## src/rtl/cal_ctrl.sv

```systemverilog
// Command sequencer for the UART calculator: validates a decoded command, runs one ALU
// operation with a timeout, then streams the result (or "ERR") to the UART transmitter.
module cal_ctrl #(
  parameter int unsigned TIMEOUT = 255
) (
  input  logic        clk_i,
  input  logic        rst_i,
  input  logic [3:0]  dtype_i,
  input  logic [4:0]  operator_i,
  input  logic [15:0] src1_i,
  input  logic [15:0] src2_i,
  input  logic        parser_done_i,
  output logic        alu_start_o,
  output logic [4:0]  alu_op_o,
  output logic        alu_signed_o,
  output logic [15:0] alu_a_o,
  output logic [15:0] alu_b_o,
  input  logic        alu_done_i,
  input  logic [31:0] alu_result_i,
  input  logic        alu_err_i,
  output logic [7:0]  tx_data_o,
  output logic        tx_valid_o,
  input  logic        tx_ready_i,
  output logic        busy_o,
  output logic [7:0]  drop_cnt_o
);

  typedef enum logic [2:0] {StIdle, StCheck, StStart, StWait, StSend, StErrs} state_e;

  localparam logic [15:0] TmoLast = 16'(TIMEOUT - 1);

  state_e      state_q;
  logic [3:0]  dtype_q;
  logic [4:0]  alu_op_q;
  logic        alu_signed_q;
  logic [15:0] alu_a_q;
  logic [15:0] alu_b_q;
  logic        alu_start_q;
  logic [15:0] tmo_q;
  logic [31:0] result_q;
  logic [3:0]  idx_q;
  logic [7:0]  tx_data_q;
  logic        tx_valid_q;
  logic        busy_q;
  logic [7:0]  drop_cnt_q;

  logic        cmd_ok;
  logic [3:0]  last_idx;
  logic [3:0]  idx_next;

  function automatic logic [7:0] hex_char(input logic [3:0] nib);
    return (nib < 4'd10) ? (8'h30 + {4'h0, nib}) : (8'h37 + {4'h0, nib});
  endfunction

  // Bytes 0..7 are hex digits, MS nibble first, then CR LF.
  function automatic logic [7:0] res_byte(input logic [31:0] res, input logic [3:0] idx);
    logic [31:0] sh;
    logic [7:0]  b;
    sh = res << {idx[2:0], 2'b00};
    if (idx < 4'd8)       b = hex_char(sh[31:28]);
    else if (idx == 4'd8) b = 8'h0D;
    else                  b = 8'h0A;
    return b;
  endfunction

  function automatic logic [7:0] err_byte(input logic [3:0] idx);
    logic [7:0] b;
    case (idx)
      4'd0:       b = 8'h45;
      4'd1, 4'd2: b = 8'h52;
      4'd3:       b = 8'h0D;
      default:    b = 8'h0A;
    endcase
    return b;
  endfunction

  assign cmd_ok   = ((dtype_q == 4'd1) || (dtype_q == 4'd2)) &&
                    (alu_op_q >= 5'd1) && (alu_op_q <= 5'd4);
  assign last_idx = (state_q == StSend) ? 4'd9 : 4'd4;
  assign idx_next = idx_q + 4'd1;

  always_ff @(posedge clk_i) begin
    if (rst_i) begin
      state_q      <= StIdle;
      dtype_q      <= '0;
      alu_op_q     <= '0;
      alu_signed_q <= 1'b0;
      alu_a_q      <= '0;
      alu_b_q      <= '0;
      alu_start_q  <= 1'b0;
      tmo_q        <= '0;
      result_q     <= '0;
      idx_q        <= '0;
      tx_data_q    <= '0;
      tx_valid_q   <= 1'b0;
      busy_q       <= 1'b0;
      drop_cnt_q   <= '0;
    end else begin
      alu_start_q <= 1'b0;
      if (parser_done_i && (state_q != StIdle) && (drop_cnt_q != 8'hFF)) begin
        drop_cnt_q <= drop_cnt_q + 8'd1;
      end
      case (state_q)
        StIdle: begin
          if (parser_done_i) begin
            dtype_q      <= dtype_i;
            alu_op_q     <= operator_i;
            alu_signed_q <= (dtype_i == 4'd1);
            alu_a_q      <= src1_i;
            alu_b_q      <= src2_i;
            busy_q       <= 1'b1;
            state_q      <= StCheck;
          end
        end
        StCheck: begin
          if (cmd_ok) begin
            alu_start_q <= 1'b1;
            state_q     <= StStart;
          end else begin
            idx_q      <= '0;
            tx_valid_q <= 1'b1;
            tx_data_q  <= err_byte(4'd0);
            state_q    <= StErrs;
          end
        end
        StStart: begin
          // The launch cycle counts toward the timeout budget.
          tmo_q   <= 16'd1;
          state_q <= StWait;
        end
        StWait: begin
          tmo_q <= tmo_q + 16'd1;
          if (alu_done_i) begin
            idx_q      <= '0;
            tx_valid_q <= 1'b1;
            if (alu_err_i) begin
              tx_data_q <= err_byte(4'd0);
              state_q   <= StErrs;
            end else begin
              result_q  <= alu_result_i;
              tx_data_q <= hex_char(alu_result_i[31:28]);
              state_q   <= StSend;
            end
          end else if (tmo_q >= TmoLast) begin
            idx_q      <= '0;
            tx_valid_q <= 1'b1;
            tx_data_q  <= err_byte(4'd0);
            state_q    <= StErrs;
          end
        end
        StSend, StErrs: begin
          if (tx_ready_i) begin
            if (idx_q == last_idx) begin
              tx_valid_q <= 1'b0;
              tx_data_q  <= '0;
              busy_q     <= 1'b0;
              state_q    <= StIdle;
            end else begin
              idx_q     <= idx_next;
              tx_data_q <= (state_q == StSend) ? res_byte(result_q, idx_next)
                                               : err_byte(idx_next);
            end
          end
        end
        default: state_q <= StIdle;
      endcase
    end
  end

  assign alu_start_o  = alu_start_q;
  assign alu_op_o     = alu_op_q;
  assign alu_signed_o = alu_signed_q;
  assign alu_a_o      = alu_a_q;
  assign alu_b_o      = alu_b_q;
  assign tx_data_o    = tx_data_q;
  assign tx_valid_o   = tx_valid_q;
  assign busy_o       = busy_q;
  assign drop_cnt_o   = drop_cnt_q;

endmodule

```

## config.mk

```make
export PLATFORM = sky130hd
export DESIGN_NAME = cal_ctrl
export DESIGN_NICKNAME = d
export VERILOG_FILES = /design/src/rtl/cal_ctrl.sv
export SDC_FILE = /design/constraint.sdc
export NUM_CORES = 1
export LEC_CHECK = 0
export ABC_AREA = 1
export ABC_CLOCK_PERIOD_IN_PS = 7100
export BUFFER_PORTS_ARGS = -buffer_cell sky130_fd_sc_hd__buf_2
export CORE_ASPECT_RATIO = 0.7
export CORE_UTILIZATION = 45
export DETAILED_ROUTE_END_ITERATION = 6
export HOLD_SLACK_MARGIN = 0.03
export PLACE_DENSITY = 0.7
export SYNTH_ARGS = -nofsm -noshare
export SYNTH_HDL_FRONTEND = slang
export SYNTH_SLANG_ARGS = --single-unit
```

## constraint.sdc

```tcl
create_clock -name clk_i -period 7.1 [get_ports clk_i]
set_input_delay 0.355 -clock clk_i [delete_from_list [all_inputs] [get_ports clk_i]]
set_output_delay 0.355 -clock clk_i [all_outputs]
set_load 0.01 [all_outputs]
```

== Word level (Yosys, flattened, before mapping) ==
Index checks and enable logic that the tools add are counted.
Operators by class
  mux-type cells: 38
  bitwise operators: 2
  $add $sub $neg: 7
  equal/unequal tests: 20
  $lt $le $gt $ge: 6
  reductions and logical operators: 21
  shift operators: 1
Operator list (count)
  $mux 8: 6
  $pmux 16 s2: 1
  $shl 32x5->32: 1
  $add 6x4->7 const A: 4
  $mux 7: 4
  $mux 4: 6
  $pmux 8 s3: 1
  $mux 3: 7
  $pmux 7 s3: 1
  $add 16x1->16 const B: 1
  $ge 16x8->1 const B: 1
  $pmux 3 s5: 1
  $eq 4x1->1 const B: 3
  $eq 4x2->1 const B: 3
  $lt 4x4->1 const B: 3
  $pmux 4 s3: 1
  $reduce_and 4->1: 3
  $ne 2x2->1 const B: 5
  $reduce_and 5->1: 2
  $add 8x1->8 const B: 1
  $mux 1: 8
  $ne 8x8->1 const B: 1
  $eq 3x2->1 const B: 2
  $eq 3x3->1 const B: 2
  19 further kinds: 27
Word-level totals
  input port bits: 79
  register bits: 116

== Depth between registers and ports, before layout ==
  depth after elaboration: 9
  gate-level depth with buffers: 18

== Worst setup path before layout ==
OpenSTA, ideal clock, no wires.
  path type: reg2reg
  start point: reg idx_q[0]
  end point: reg tx_data_q[4], in the netlist tx_data_o[4]
  period minus slack after synthesis: 2611 ps
  required time: 6968 ps
  arrival: 2479 ps
  stages on the path, launching flop included: 19
  setup slack: 4489 ps
  buffers on the path: 2
  library setup time: 132 ps
  cells stage by stage: dfxtp_1 > inv_2 > buf_2 > ha_1 > clkbuf_1 > o21ai_0 > o22ai_1 > inv_1 > o21ai_0 > inv_1 > ha_1 > nand2_1 > nand3_1 > nand2_1 > nand2_1 > nand3_1 > nand2_1 > nand2_1 > a21oi_1
Between the ends
  longest elaborated chain between the ends: 9
Ends and longest elaborated chain
  start, declared: line 41  | logic [3:0] idx_q;
  start signal, assigned: line 159  | idx_q <= idx_next;
  $add 4x1->4: line 80  | assign idx_next = idx_q + 4'd1;
  $shl 32x5->32: line 59  | sh = res << {idx[2:0], 2'b00};
  $add 6x4->7 / $lt 4x4->1 (equally long branches): line 52  | return (nib < 4'd10) ? (8'h30 + {4'h0, nib}) : (8'h37 + {4'h0, nib});
  $mux 7: line 52
  $mux 7: line 60  | if (idx < 4'd8) b = hex_char(sh[31:28]);
  $mux 8: line 160  | tx_data_q <= (state_q == StSend) ? res_byte(result_q, idx_next)
  $mux 8 (*): line 153  | if (idx_q == last_idx) begin
  $mux 8 (*): line 152  | if (tx_ready_i) begin
  $pmux 8 s3 (*): line 103  | case (state_q)
  end signal, assigned: line 122  | tx_data_q <= err_byte(4'd0);
  end signal, assigned: line 147  | tx_data_q <= err_byte(4'd0);
  end signal, assigned: line 160
  end, declared: line 42  | logic [7:0] tx_data_q;
Mark *: on every way between the ends. The rest lies on a longest branch, timed or not. The select of a mux whose other input is x is not followed.
A chain may end at the register's enable or synchronous reset.

== Final worst setup path ==
  start point: reg idx_q[0]
  end point: reg tx_data_q[1], in the netlist tx_data_o[1]
Same word-level chain as after synthesis.

==> flow_metrics.py <==
metrics = {
    "drt": {
        "routed_via_density": 5.09,
        "first_pass_iters": 5,
        "drt_iter0_markers": 418,
        "avgRoutedWirePerCell_um": 13.2,
        "drc": 0,
        "drt-total-wl_um": 13600,
        "ant_nets": 0,
        "routed-via-count": 5236,
    },
    "yosys": {
        "yosysSeqAreaShare_pct": 44.0,
        "syn_area_um2": 5230,
        "synth_edf_count": 0,
        "ys.flop_type": "dfxtp_1",
        "synth.avg_cell_area_um2": 7.07,
        "synth_cells": 740,
        "synthDistinctLibCells": 39,
        "yosys_register_bits": 115,
        "ys_warn_count": 0,
        "async_reset_ff_share_pct": 0,
        "syn-num-nets": 829,
    },
    "global_route": {
        "grt_pass1_wl_um": 22800,
        "grt.total_usage_pct": 24.3,
        "grt_pass1_vias": 4934,
        "grt_overflow": 0,
        "grt_max_degree": 87,
        "antenna_found_initial": 0,
    },
    "clock_tree": {
        "clock_path_buffers": 2,
        "cts-root-buf": "clkbuf_16",
        "cts_buffers": 17,
        "cts_hold_buf": 0,
        "cts.sinks": 115,
        "cts_tree": "done",
        "cts_setup_buffers": 0,
        "cts.repair.resized": 0,
        "clkSlewWorstSetupHoldPaths_ns": 0.06,
        "h-tree-depth": 4,
        "clock_latency_ns": 0.42,
    },
    "sta": {
        "max_freq_ghz": 0.300,
        "fin_crit_sh_pct": 47.0,
        "tns_ns": 0,
        "finalClockSkew_ns": 0.0101,
        "rsz0062_at_grt": "no",
        "hold_viol": 0,
        "slew_headroom_pct": 49.2,
        "tightest_slew_ns": 0.761,
        "slew_violations": 0,
        "fin_crit_ns": 3.34,
        "setup_viol": 0,
    },
    "final_layout": {
        "areaGrowthSynthToFinish_pct": 25.8,
        "n_antenna_cell": 0,
        "drive_gt1_share_pct": 22.3,
        "nets": 952,
        "final_core_util_pct": 58.9,
    },
    "worst_setup_path": {
        "crit_type": "reg2reg",
        "critPathCaptureType": "flop",
        "r2r-end": "tx_data_o[1]",
        "start_kind": "flop",
        "crit_top_cell": "nand2_1",
        "max_stage_delay_ns": 0.81,
        "crit_slowest_cell": "dfxtp_1",
        "r2r_start": "idx_q[0]",
        "crit_arrival_ns": 3.68,
        "critPathRequiredTime_ns": 7.45,
        "worstPathCellList": "inv_2 > ha_1 > inv_1 > o21ai_1 > o22ai_1 > inv_1 > o21ai_0 > inv_1 > ha_1 > nand3_1 > nand3_1 > nand2_1 > nand2_1 > nand2_1 > nand2_1 > a21oi_1",
        "rrSetupSlack_ns": 3.76,
        "critPathMaxFanout": 25,
        "reg2reg_depth": 16,
    },
    "power": {
        "power_leakage_nw": 2.90,
        "power.density_nw_per_um2": 344,
        "vdd_ir_drop_max_v": 0.000200,
    },
    "floorplanning": {
        "initial_core_util_pct": 46.8,
        "die_w_um": 131,
        "die_h_um": 92.2,
        "rows": 32,
        "die_area_um2": 12100,
        "core_um2": 11200,
        "ios": 136,
    },
    "placement": {
        "gp_congestion": 0.930,
        "portBuffers": 134,
        "hpwl_um": 9610,
    },
    "outcome": {
        "outcome": "finished clean",
    },
    "min_path": {
        "min_path_cells": 3,
        "worstHoldEndpoint": "alu_a_o[8]",
        "hold_start": "src1_i[8]",
        "hp-class": "in2reg",
    },
    "job": {
        "drv_cap": 0,
    },
}
-- Yosys cell counts (3+ instances only) --
| cell type | n | share of area [%] |
|---|---|---|
| nor2_1 | 129 | 9.3 |
| nor2_2 | 4 | 0.48 |
| inv_2 | 9 | 0.65 |
| nor3_1 | 7 | 0.67 |
| a31oi_1 | 4 | 0.48 |
| nand2_1 | 108 | 7.8 |
| nand2_2 | 4 | 0.48 |
| nand4_1 | 5 | 0.60 |
| ha_1 | 10 | 2.4 |
| nand3_1 | 37 | 3.5 |
| clkbuf_1 | 25 | 1.8 |
| buf_2 | 4 | 0.38 |
| a21oi_1 | 64 | 6.1 |
| a211oi_1 | 4 | 0.57 |
| o21ai_0 | 98 | 9.4 |
| dfxtp_1 | 115 | 44 |
| o21ai_1 | 12 | 1.1 |
| inv_1 | 68 | 4.9 |
| buf_4 | 3 | 0.43 |
-- sequential cells by signal, summed over array words and instances, names as in the netlist, 3 cells and up --
| signal | flops |
|---|---|
| dtype_q | 4 |
| state_q | 3 |
| alu_op_o | 5 |
| alu_a_o | 16 |
| tx_data_o | 7 |
| tmo_q | 16 |
| result_q | 32 |
| alu_b_o | 16 |
| idx_q | 4 |
| drop_cnt_o | 8 |
-- layout by cell type, fill, tap and decap left out, types with 2 or more instances in the layout --
master | netlist | routed
buf_2 | 4 | 134
nor2_1 | 129 | 129
dfxtp_1 | 115 | 115
nand2_1 | 108 | 108
o21ai_0 | 98 | 98
inv_1 | 68 | 67
a21oi_1 | 64 | 64
nand3_1 | 37 | 37
clkbuf_16 | 0 | 17
o21ai_1 | 12 | 12
inv_2 | 9 | 10
ha_1 | 10 | 10
nor3_1 | 7 | 7
nand4_1 | 5 | 5
clkinv_4 | 0 | 5
nor2_2 | 4 | 4
nand2_2 | 4 | 4
a31oi_1 | 4 | 4
a211oi_1 | 4 | 4
inv_6 | 0 | 4
buf_4 | 3 | 4
xor2_2 | 2 | 2
o22ai_1 | 2 | 2
nand3_2 | 2 | 2
xnor2_1 | 2 | 2
xor2_1 | 2 | 2
or2_1 | 2 | 2
o211ai_1 | 2 | 2
o21a_1 | 2 | 2
a221oi_1 | 2 | 2
inv_8 | 0 | 2
bufinv_16 | 0 | 2
-- power by group --
group	internal, mW	leakage [nW]	switching, mW
registers	0.745	0.937	0.0657
clock network	0.527	0.293	0.339
logic	0.204	1.67	0.383
-- logic make-up (layout without fill, tap and decap cells) --
kind of cell             count (synthesis)  count (layout)  share of synthesized area, %
AO/OA/AOI/OAI                          195             195                          19.7
XOR/XNOR                                 7               7                          1.60
adder cells (fa/ha/maj)                 10              10                          2.39
flip-flops                             115             115                          44.0
other                                    1               1                        0.0717
AND/OR/NAND/NOR                        301             301                          23.9
buffers and inverters                  111             247                          8.28
-- worst max-delay path, delay by kind of cell (launching register included) --
kind / cells / cell delay, ns
AOI/OAI and AO/OA: 4 / 0.59
buffers and inverters: 4 / 0.66
adders and majority gates: 2 / 0.80
and+or+nand+nor: 6 / 0.40
DFF: 1 / 0.81
-- metrics by stage --
| stage | power [mW] | area [µm²] | hold WS [ns] | setup WS [ns] | cells |
|---|---|---|---|---|---|
| after global routing | 2.40 | 6580 | 0.147 | 3.34 | 1029 |
| final | 2.26 | 6580 | 0.153 | 3.76 | 1029 |
| after CTS | 2.27 | 6580 | 0.150 | 3.82 | 1029 |
| after global placement | 1.39 | 5980 | 0.445 | 3.94 | 997 |
| after floorplan | 1.20 | 5230 | 0.423 | 4.49 | 740 |
| after detailed placement | 1.40 | 5980 | 0.444 | 3.84 | 997 |
-- how the worst max path moves through the flow --
stage	start	to	slack, ns	depth (start not counted)
after global placement	idx_q[0]	tx_data_o[4]	3.94	17
after CTS	idx_q[0]	tx_data_o[4]	3.82	17
final	idx_q[0]	tx_data_o[1]	3.76	16
after global routing	idx_q[0]	tx_data_o[4]	3.34	16
after detailed placement	idx_q[0]	tx_data_o[4]	3.84	17
after floorplan	idx_q[0]	tx_data_o[4]	4.49	18
-- layer usage --
metal	global-route usage (%)	wire length, µm	vias to the layer above
met1	31.5	6400	2373
met4	7.47	136	0
met3	8.11	1120	16
met2	38.0	5900	175
met5	0	0	-
li1	-	-	2672
-- area by class of cell --
cell class,instances,area (µm²)
fill,1050,4590
multi-input combinational,514,2490
sequential,115,2300
timing repair buffer,138,701
clock buffer,17,425
inverter,77,289
tap,153,191
clock inverter,15,174
(Power assumes the default switching activity.)
